$ cat src/rtl/scan_mux.sv
// scan_mux: N-channel, W-bit registered multiplexer with manual select and
// auto-scan modes; out-of-range channel numbers drive the DEFAULT word.
//
// Ports:
//   clock   - rising-edge system clock
//   resetn  - asynchronous active-low reset
//   mux_in  - N packed channels, channel c at [c*W +: W]
//   sel     - channel number loaded in manual mode when load=1
//   load    - manual mode: load sel into the channel register
//   mode    - 0 = manual, 1 = auto-scan
//   out     - registered data of the current channel
//   ch_out  - current channel register
//   step    - one-cycle pulse after the channel register changes
module scan_mux #(
    parameter int              N       = 7,
    parameter int              W       = 1,
    parameter int              SEL_W   = 3,
    parameter int              PERIOD  = 4,
    parameter logic [W-1:0]    DEFAULT = '0
) (
    input  logic               clock,
    input  logic               resetn,
    input  logic [N*W-1:0]     mux_in,
    input  logic [SEL_W-1:0]   sel,
    input  logic               load,
    input  logic               mode,
    output logic [W-1:0]       out,
    output logic [SEL_W-1:0]   ch_out,
    output logic               step
);

    localparam int CNT_W = (PERIOD > 1) ? $clog2(PERIOD) : 1;
    localparam logic [CNT_W-1:0] CNT_LAST = CNT_W'(PERIOD - 1);
    localparam logic [SEL_W-1:0] CH_LAST = SEL_W'(N - 1);

    logic [SEL_W-1:0] ch_q, ch_d;
    logic [CNT_W-1:0] cnt_q, cnt_d;
    logic [CNT_W-1:0] cnt_base;
    logic [W-1:0]     out_q, out_d;
    logic             step_q, step_d;
    logic             mode_q, mode_d;

    always_comb begin
        // First scan cycle after manual starts the dwell from zero.
        cnt_base = mode_q ? cnt_q : '0;
        ch_d     = ch_q;
        cnt_d    = '0;
        mode_d   = mode;

        if (mode) begin
            if (cnt_base == CNT_LAST) begin
                cnt_d = '0;
                // Last channel and any out-of-range channel wrap to 0.
                ch_d  = (ch_q >= CH_LAST) ? '0 : ch_q + 1'b1;
            end else begin
                cnt_d = cnt_base + CNT_W'(1);
            end
        end else if (load) begin
            ch_d = sel;
        end

        step_d = (ch_d != ch_q);

        out_d = DEFAULT;
        for (int c = 0; c < N; c++) begin
            if (ch_q == SEL_W'(c)) begin
                out_d = mux_in[c*W +: W];
            end
        end
    end

    always_ff @(posedge clock or negedge resetn) begin
        if (!resetn) begin
            ch_q   <= '0;
            cnt_q  <= '0;
            out_q  <= DEFAULT;
            step_q <= 1'b0;
            mode_q <= 1'b0;
        end else begin
            ch_q   <= ch_d;
            cnt_q  <= cnt_d;
            out_q  <= out_d;
            step_q <= step_d;
            mode_q <= mode_d;
        end
    end

    assign out    = out_q;
    assign ch_out = ch_q;
    assign step   = step_q;

endmodule

$ cat config.mk
export PLATFORM = sky130hd
export DESIGN_NAME = scan_mux
export DESIGN_NICKNAME = d
export VERILOG_FILES = /design/src/rtl/scan_mux.sv
export SDC_FILE = /design/constraint.sdc
export NUM_CORES = 1
export LEC_CHECK = 0
export CAP_MARGIN = 20
export CORE_AREA = 2 2 39 41
export DETAILED_ROUTE_END_ITERATION = 12
export DIE_AREA = 0 0 41 43
export GPL_TIMING_DRIVEN = 0
export PLACE_DENSITY_LB_ADDON = 0.25
export SKIP_LAST_GASP = 1
export SYNTH_ARGS = -nofsm -noshare
export SYNTH_HDL_FRONTEND = slang
export SYNTH_SLANG_ARGS = --single-unit
export TNS_END_PERCENT = 30
$ cat constraint.sdc
create_clock -name clock -period 3 [get_ports clock]
set_input_delay 0.45 -clock clock [delete_from_list [all_inputs] [get_ports clock]]
set_output_delay 0.45 -clock clock [all_outputs]
set_load 0.005 [all_outputs]
==> key figures, run 1 <==
Critical path
  • CP cell instances: ha_1 -> ha_1 -> and3b_4 -> a211o_1 -> a211o_1
  • Reg-to-reg endpoint: step
  • Startpoint Class: flop
  • CP Depth: 5
  • WP data required: between 3000 and 4000 ps
  • Crit path DAT: approximately 2000 ps
  • Reg-to-reg slack, setup: around 1100 ps
  • Crit Path Max Fanout: 10
  • CP bufs+invs: 0
  • Worst reg2reg startpoint: ch_out[1]
  • CP max stage delay: between 400 and 500 ps
  • Worst R2R Path Depth: 5
  • Crit. End Element: flop
  • CP Class: flop to flop
  • CP max-delay cell: dfrtp_1
  • Cell family with most CP delay: compound AO/OA/AOI/OAI gates

Place
  • Placed cell area: 800 sq um
  • Hpwl dp: ~910 um
  • Buffers added on ports: 18
  • Routability Congestion: between 0.7 and 0.8

GRT
  • Antenna violations before repair: 0
  • First-pass GRT wire length: around 2.1 mm
  • Vias in the first global route: between 500 and 600
  • Largest net degree at the start of global routing: 11
  • GRT Total Usage: 0.174
  • Remaining global-route overflow: 0

Yosys
  • Synth top area share: 0.334
  • Post-Synthesis Cell Area: 599 sq um
  • Number of synthesized register bits: 8
  • Syn_area_per_cell: approximately 9.5 sq um
  • Number of flops mapped to enable cells by yosys: 0
  • Commonest cells post-synth: dfrtp_1 (8), ha_1 (6), nor2b_1 (5)
  • Post-synthesis async set-or-reset flop share: 1.00
  • Main synth FF type: dfrtp_1
  • Mapped Nets: 83
  • Most common cell in the netlist: dfrtp_1
  • Top cells by area, synth: dfrtp_1 (33%), ha_1 (13%), nor2b_1 (5.2%)
  • Synth Instances: 63
  • Count of cell types in the netlist: 27
  • Sequential fraction of the synthesis area: 0.334
  • Top cell type by total area after synthesis: dfrtp_1
  • Yosys warns: 0

Timing
  • Setup violators final: 0
  • Worst slew pin tran: 349 ps
  • Crit path time final: 1880 ps
  • Slew headroom: 0.767
  • Ratio of final minimum period to clock period: 0.625
  • Clk_skew: 2.91 ps
  • Fmax: between 500 and 600 MHz
  • Hold WS: approximately 470 ps
  • Setup TNS: 0 ps
  • RSZ-0062 raised after global routing: no
  • Hold Fails Final Rpt: 0
  • Slew Viols, Final: 0

Clock network
  • Post-CTS Setup Bufs: 0
  • Clock-pin transition on the worst setup and hold timing paths: 50 ps
  • CTS tree: yes
  • Post-cts hold buffer count: 0
  • CTS sink cnt: 8
  • H-tree levels: 1
  • Clock Latency Late Sink: 250 ps
  • Root Driver: clkbuf_4
  • Total CTS buffers: 3
  • PostCTS Resize Cnt: 0
  • CTS max path bufs: 2

Hold path
  • Hold WC Path Type: input pin to asynchronous set/reset pin

Routing
  • Antenna viol nets, final: 0
  • Vias per cell: about 5.5
  • Vias: 550
  • Detailed Route WL: around 1.2 mm
  • DR pass1 iterations: 4
  • Residual DRC: 0
  • First DRT Iteration DRCs: 12
  • DR WL/cell: roughly 12 um

Pwr
  • Max VDD drop: between 0.0002 and 0.0003 V
  • Leakage: approximately 0.37 nW
  • PD cells: around 410 nW/um^2

Die
  • Die height: roughly 43 um
  • Core box area: 1380 sq um
  • Die ar.: 1760 sq um
  • Rows: 14
  • I/O pin total: 19
  • Die width: 41 um
  • Initial Util: 0.433

Layout
  • P&R area growth vs syn: 37.2%
  • Layout cells sized above 1: 0.0714
  • # diodes: 0
  • Nets: 106
  • Final Instance Area: 822 sq um
  • Fillers: approximately 140

Flow run
  • Max-cap violations: 0

Status
  • Status: completed
==> report_power, final <==
| part | switching (mW) | internal (mW) |
|---|---|---|
| Clock | 0.0337 | 0.0456 |
| Sequential | 0.0111 | 0.122 |
| Combinational | 0.0493 | 0.0736 |
| Total | 0.0941 | 0.241 |
==> cells in the final DEF, fill, tap and decap left out, types with 3 or more instances in the layout <==
cell,Yosys,layout
ha_1,6,6
a21oi_1,3,3
nand2b_1,4,4
a211o_1,3,3
clkdlybuf4s50_1,0,18
nor2b_1,5,5
inv_1,4,4
dfrtp_1,8,8
nand2_1,4,4
clkbuf_4,0,3
and2_1,3,3
==> worst max-delay path by stage <==
stage | start | endpoint | slack, ps
after global routing | ch_out[2] | step | 990
after CTS | ch_out[2] | step | 1120
after detailed placement | mode | step | 1090
final | ch_out[1] | step | 1120
after floorplan | ch_out[1] | step | 1220
after global placement | mode | step | 1090
==> through the flow <==
step                      utilization  worst slack [ps]  instances  power (mW)
after global placement          0.578              1090         97       0.257
after CTS                       0.594              1120        100       0.341
after floorplan                     -              1220         63       0.201
final                           0.594              1120        100       0.335
after detailed placement        0.578              1090         97       0.258
after global routing            0.594               985        100       0.365
==> worst reg2reg max path, stage by stage (launching register included) <==
cell and delay [ps]:
dfrtp_1 480, ha_1 240, ha_1 280, and3b_4 200
a211o_1 260, a211o_1 290
==> cells by family after synthesis <==
group / Yosys count / share of synthesized area
flops: 8 / 0.334
buf+inv: 6 / 0.0501
fa+ha+maj: 6 / 0.125
xor+xnor: 1 / 0.0146
simple gates: 24 / 0.246
compound gates: 18 / 0.230
==> final cells by class <==
class / instances / area, sq um / share of cell area
Multi-Input combinational cell: 49 / 369 / 0.449
Sequential cell: 8 / 200 / 0.244
Timing Repair Buffer: 18 / 180 / 0.219
Clock buffer: 3 / 22.5 / 0.0274
Tap cell: 16 / 20.0 / 0.0244
Buffer: 2 / 15.0 / 0.0183
Inverter: 4 / 15.0 / 0.0183
==> layer usage <==
| metal | global-route usage | share of wire | vias to the layer above |
|---|---|---|---|
| met2 | 0.275 | 0.47 | 19 |
| met1 | 0.209 | 0.46 | 252 |
| met4 | 0.0200 | 0 | 0 |
| met3 | 0.0942 | 0.075 | 0 |
| li1 | - | - | 279 |
| met5 | 0 | 0 | - |
==> registers in the layout, summed over array words and instances, names as in the netlist <==
signal  cells
ch_out      3
cnt_q       2
mode_q      1
out         1
step        1
(Power assumes the default switching activity.)
==> inputs of run 2 (changes only) <==
--- a/config.mk
+++ b/config.mk
@@ -6,9 +6,9 @@
 export NUM_CORES = 1
 export LEC_CHECK = 0
 export CAP_MARGIN = 20
-export CORE_AREA = 2 2 39 41
+export CORE_MARGIN = 2
+export CORE_UTILIZATION = 44
 export DETAILED_ROUTE_END_ITERATION = 12
-export DIE_AREA = 0 0 41 43
 export GPL_TIMING_DRIVEN = 0
 export PLACE_DENSITY_LB_ADDON = 0.25
 export SKIP_LAST_GASP = 1
==> constraint.sdc (replaced) <==
create_clock -name clock -period 1.8 [get_ports clock]
set_input_delay 0.27 -clock clock [delete_from_list [all_inputs] [get_ports clock]]
set_output_delay 0.27 -clock clock [all_outputs]
set_load 0.005 [all_outputs]
==> key figures, run 2 (same netlist as run 1, synthesis figures left out) <==
Status
  • Status: completed

Timing
  • Clk_skew: 4.76 ps
  • Crit path time final: 1760 ps
  • Setup violators final: 0
  • Slew Viols, Final: 0
  • Fmax: 569 MHz
  • Worst slew pin tran: about 370 ps
  • Hold Fails Final Rpt: 0
  • RSZ-0062 raised after global routing: no
  • Slew headroom: 0.751
  • Setup TNS: 0 ps
  • Ratio of final minimum period to clock period: 0.976

Layout
  • Fin util: 0.650
  • Max reg flops: 3
  • Final Instance Area: between 800 and 900 sq um
  • Area occupied by multi-input gates: roughly 370 sq um
  • Layout cells sized above 1: 0.129
  • Most common cell after layout, fill and taps aside: clkdlybuf4s50_1
  • # diodes: 0
  • Nets: 107
  • P&R area growth vs syn: 39.5%
  • Fillers: between 100 and 150
  • Seq. cell area: 204 sq um
  • Most frequent cells in the layout: clkdlybuf4s50_1 (18), ha_1 (6), nor2b_1 (5), dfrtp_1 (5)

GRT
  • First-pass GRT wire length: 1.95 mm
  • Largest net degree at the start of global routing: 11
  • Vias in the first global route: 459
  • Remaining global-route overflow: 0
  • Antenna violations before repair: 0
  • GRT Total Usage: 0.186

Routing
  • Residual DRC: 0
  • DR pass1 iterations: 4
  • Antenna viol nets, final: 0
  • First DRT Iteration DRCs: 7
  • Detailed Route WL: approximately 1.3 mm
  • Vias per cell: approximately 5.6
  • DR WL/cell: ~13 um
  • Vias: between 500 and 600

Place
  • Hpwl dp: around 920 um
  • Placed cell area: approximately 800 sq um
  • Routability Congestion: ~0.83
  • Buffers added on ports: 18

Clock network
  • Clock-pin transition on the worst setup and hold timing paths: 60 ps
  • CTS sink cnt: 8
  • H-tree levels: 1
  • Clock Latency Late Sink: about 250 ps
  • Root Driver: clkbuf_4
  • CTS max path bufs: 2
  • CTS tree: yes
  • Post-cts hold buffer count: 0
  • Total CTS buffers: 3

Die
  • Die ar.: roughly 1700 sq um
  • Rows: 13
  • Die width: just over 40 um
  • Core box area: roughly 1300 sq um
  • Initial Util: 0.466
  • Die height: a little over 40 um
  • I/O pin total: 19

Critical path
  • WP data required: 1930 ps
  • Crit path DAT: ~1900 ps
  • CP max stage delay: just over 400 ps
  • Crit Path Max Fanout: 2
  • Cell family with most CP delay: compound AO/OA/AOI/OAI gates
  • CP Class: flop to flop
  • CP cell instances: ha_1 -> ha_1 -> and3b_4 -> a211o_1 -> a211o_1
  • CP max-delay cell: dfrtp_2
  • Crit. End Element: flop
  • CP bufs+invs: 0
  • Startpoint Class: flop

Pwr
  • Max VDD drop: roughly 0.00027 V
  • PD cells: just under 700 nW/um^2
  • Leakage: around 0.37 nW

Hold path
  • Hold WC Path Type: input pin to asynchronous set/reset pin

Flow run
  • Max-cap violations: 0
==> run 2: cell types whose count changed in the layout (fill, tap and decap cells not counted), sizes merged <==
cell,change
buf,+2
clkbuf,-1
==> run 2: metal layers <==
metal / vias up / global-route usage / part of all wire
met5: - / 0 / 0
met2: 17 / 0.297 / 0.46
met3: 0 / 0.0815 / 0.063
met1: 260 / 0.224 / 0.47
met4: 0 / 0.0500 / 0
li1: 281 / - / -
==> run 2: path summary, 6_finish.rpt <==
kind / slack, ps / end / from / cells past startpoint
max in group asynchronous: 1210 / ch_out[2] / resetn / 1
worst min-delay path: 300 / cnt_q[1] / resetn / 1
worst max register to register: 40 / step / ch_out[0] / 5
worst max-delay path: 40 / step / ch_out[0] / 5
worst min register to register: 550 / cnt_q[0] / cnt_q[0] / 2
min in group clock: 520 / mode_q / mode / 1
==> run 2: what timing repair did <==
action                                 CTS  global route
setup endpoints to repair                1             1
endpoints found under the hold margin    0             0
pin swaps                                0             1
gates resized for setup                  2             1
setup buffers                            2             0
==> run 2: area by class of cell <==
class | instances | share of cell area
multi-input cells | 49 | 0.442
flip-flops and latches | 8 | 0.244
repair buffers | 20 | 0.234
clock buffers | 3 | 0.0269
well taps | 15 | 0.0225
inverters | 4 | 0.0180
plain buffers | 1 | 0.0135
==> run 2: power by group <==
| group | internal [mW] | leakage, nW | total [mW] | switching [mW] |
|---|---|---|---|---|
| Clock | 0.0763 | 0.0138 | 0.138 | 0.0614 |
| Combinational | 0.129 | 0.264 | 0.220 | 0.0905 |
| Sequential | 0.205 | 0.0936 | 0.219 | 0.0143 |
==> run 2: stage by stage <==
| step | instances | hold slack, ps | setup slack, ps | power (mW) |
|---|---|---|---|---|
| after global routing | 100 | 306 | 3.91 | 0.618 |
| final | 100 | 296 | 43.8 | 0.576 |
| after floorplan | 63 | -25.6 | 24.2 | 0.335 |
| after global placement | 96 | 537 | -63.1 | 0.428 |
| after detailed placement | 96 | 549 | -90.4 | 0.431 |
| after CTS | 100 | 308 | 10.6 | 0.581 |
==> inputs of run 3 (changes only) <==
--- a/config.mk
+++ b/config.mk
@@ -5,9 +5,9 @@
 export SDC_FILE = /design/constraint.sdc
 export NUM_CORES = 1
 export LEC_CHECK = 0
-export CAP_MARGIN = 20
+export CAP_MARGIN = 10
 export CORE_MARGIN = 2
-export CORE_UTILIZATION = 44
+export CORE_UTILIZATION = 40
 export DETAILED_ROUTE_END_ITERATION = 12
 export GPL_TIMING_DRIVEN = 0
 export PLACE_DENSITY_LB_ADDON = 0.25
==> constraint.sdc (replaced) <==
create_clock -name clock -period 1.4 [get_ports clock]
set_input_delay 0.21 -clock clock [delete_from_list [all_inputs] [get_ports clock]]
set_output_delay 0.21 -clock clock [all_outputs]
set_load 0.005 [all_outputs]
==> key figures, run 3 (same netlist as run 1, synthesis figures left out) <==
Status
  • Status: finished with violations
  • Failing checks: setup timing

Hold path
  • Hold WC Path Type: input pin to asynchronous set/reset pin

Pwr
  • Total chip power: ~810 uW
  • NetSw: between 200 and 250 uW
  • Max VDD drop: around 0.00067 V
  • Leakage: slightly below 0.4 nW
  • Comb pwr share: 0.412
  • Sw Share: 0.290
  • Clock power frac: 0.236
  • Flop pwr share: 0.352
  • PD cells: just under 900 nW/um^2
  • Pint: between 500 and 600 uW

Clock network
  • H-tree levels: 1
  • Post-cts hold buffer count: 0
  • CTS max path bufs: 2
  • Clock Latency Late Sink: approximately 260 ps
  • CTS tree: yes
  • Clock-pin transition on the worst setup and hold timing paths: approximately 60 ps
  • CTS sink cnt: 8
  • Total CTS buffers: 3
  • Root Driver: clkbuf_4

Critical path
  • CP max stage delay: 450 ps
  • CP Class: flop to flop
  • Reg-to-reg slack, setup: -300 ps
  • CP max-delay cell: dfrtp_2
  • WP data required: 1530 ps
  • Cell family with most CP delay: compound AO/OA/AOI/OAI gates
  • CP bufs+invs: 0
  • Crit path DAT: 1820 ps
  • Crit Path Max Fanout: 5
  • Crit. End Element: flop
  • Startpoint Class: flop
  • CP cell instances: ha_4 -> ha_4 -> and3b_4 -> a211o_1 -> a211o_1

Die
  • I/O pin total: 19
  • Die ar.: roughly 1800 sq um
  • Initial Util: 0.444
  • Die height: between 40 and 50 um
  • Rows: 13
  • Core box area: 1350 sq um
  • Die width: roughly 43 um

Layout
  • Finished Layout Cells: 106
  • Max reg flops: 3
  • P&R area growth vs syn: 51.6%
  • Nets: 112
  • Most common cell after layout, fill and taps aside: clkdlybuf4s50_1
  • Most frequent cells in the layout: clkdlybuf4s50_1 (18), buf_4 (7), dfrtp_1 (6), nor2b_1 (5)
  • Layout cells sized above 1: 0.209
  • # diodes: 0

Place
  • Placed Cells: between 90 and 100
  • Buffers added on ports: 18
  • Hpwl dp: a little under 1 mm
  • Routability Congestion: 0.769

Timing
  • Slew headroom: 0.748
  • Crit path time final: 1700 ps
  • Setup violators final: 7
  • Worst slew pin tran: around 380 ps
  • Fmax: just under 600 MHz
  • Setup TNS: -1040 ps
  • Clk_skew: between 8 and 9 ps
  • Ratio of final minimum period to clock period: 1.21
  • Final WS setup: -296 ps
  • Hold Fails Final Rpt: 0
  • Hold WS: about 240 ps
  • Slew Viols, Final: 0
  • RSZ-0062 raised after global routing: yes

GRT
  • Vias in the first global route: 545
  • Largest net degree at the start of global routing: 11
  • Antenna violations before repair: 0
  • First-pass GRT wire length: approximately 2.5 mm
  • Remaining global-route overflow: 0
  • GRT Total Usage: 0.175

Routing
  • Detailed Route WL: 1.38 mm
  • Antenna viol nets, final: 0
  • Vias per cell: around 5.4
  • Residual DRC: 0
  • First DRT Iteration DRCs: 17
  • DR pass1 iterations: 4
  • Vias: between 500 and 600
  • DR WL/cell: ~13 um

Flow run
  • Max-cap violations: 0
-- run 3: final cells by class --
| class | count | area [sq um] |
|---|---|---|
| sequential | 8 | 203 |
| inverter | 4 | 15.0 |
| clock buffer | 4 | 26.3 |
| timing repair buffer | 24 | 225 |
| buffer | 2 | 18.8 |
| fill | 121 | 442 |
| tap | 15 | 18.8 |
| multi-input combinational | 49 | 402 |
-- run 3: routing by layer --
metal	part of all wire	GRT usage
met1	0.49	0.233
met2	0.45	0.282
met3	0.069	0.0723
met4	0	0
met5	0	0
-- run 3: final timing paths --
check                           cells past startpoint        end  startpoint
min in group clock                                  1     mode_q        mode
worst max register to register                      5       step   ch_out[0]
worst min-delay path                                1   cnt_q[1]      resetn
worst max-delay path                                5       step   ch_out[0]
worst min register to register                      2   cnt_q[0]    cnt_q[0]
max in group asynchronous                           1  ch_out[1]      resetn
-- run 3: repair_timing --
| action | 4_1_cts | 5_1_grt |
|---|---|---|
| gates cloned | 0 | 0 |
| endpoints found under the hold margin | 0 | 0 |
| buffers inserted | 5 | 1 |
| resized for setup | 2 | 2 |
| setup endpoints to repair | 7 | 7 |
| pin swaps | 1 | 0 |
-- run 3: per-stage QoR --
stage                     area, sq um  utilization  worst slack, ps
final                             908        0.673             -296
after detailed placement          827        0.613             -320
after global routing              908        0.673             -355
after CTS                         896        0.664             -301
after floorplan                   628            -             -247
after global placement            827        0.613             -304
-- run 3: power by group through the flow --
stage	clock network, mW	registers, mW	logic, mW
3_5_place_dp	0	0.296	0.281
6_report	0.190	0.284	0.333
5_1_grt	0.212	0.289	0.369
3_3_place_gp	0	0.294	0.277
4_1_cts	0.199	0.284	0.320
2_1_floorplan	0	0.294	0.155
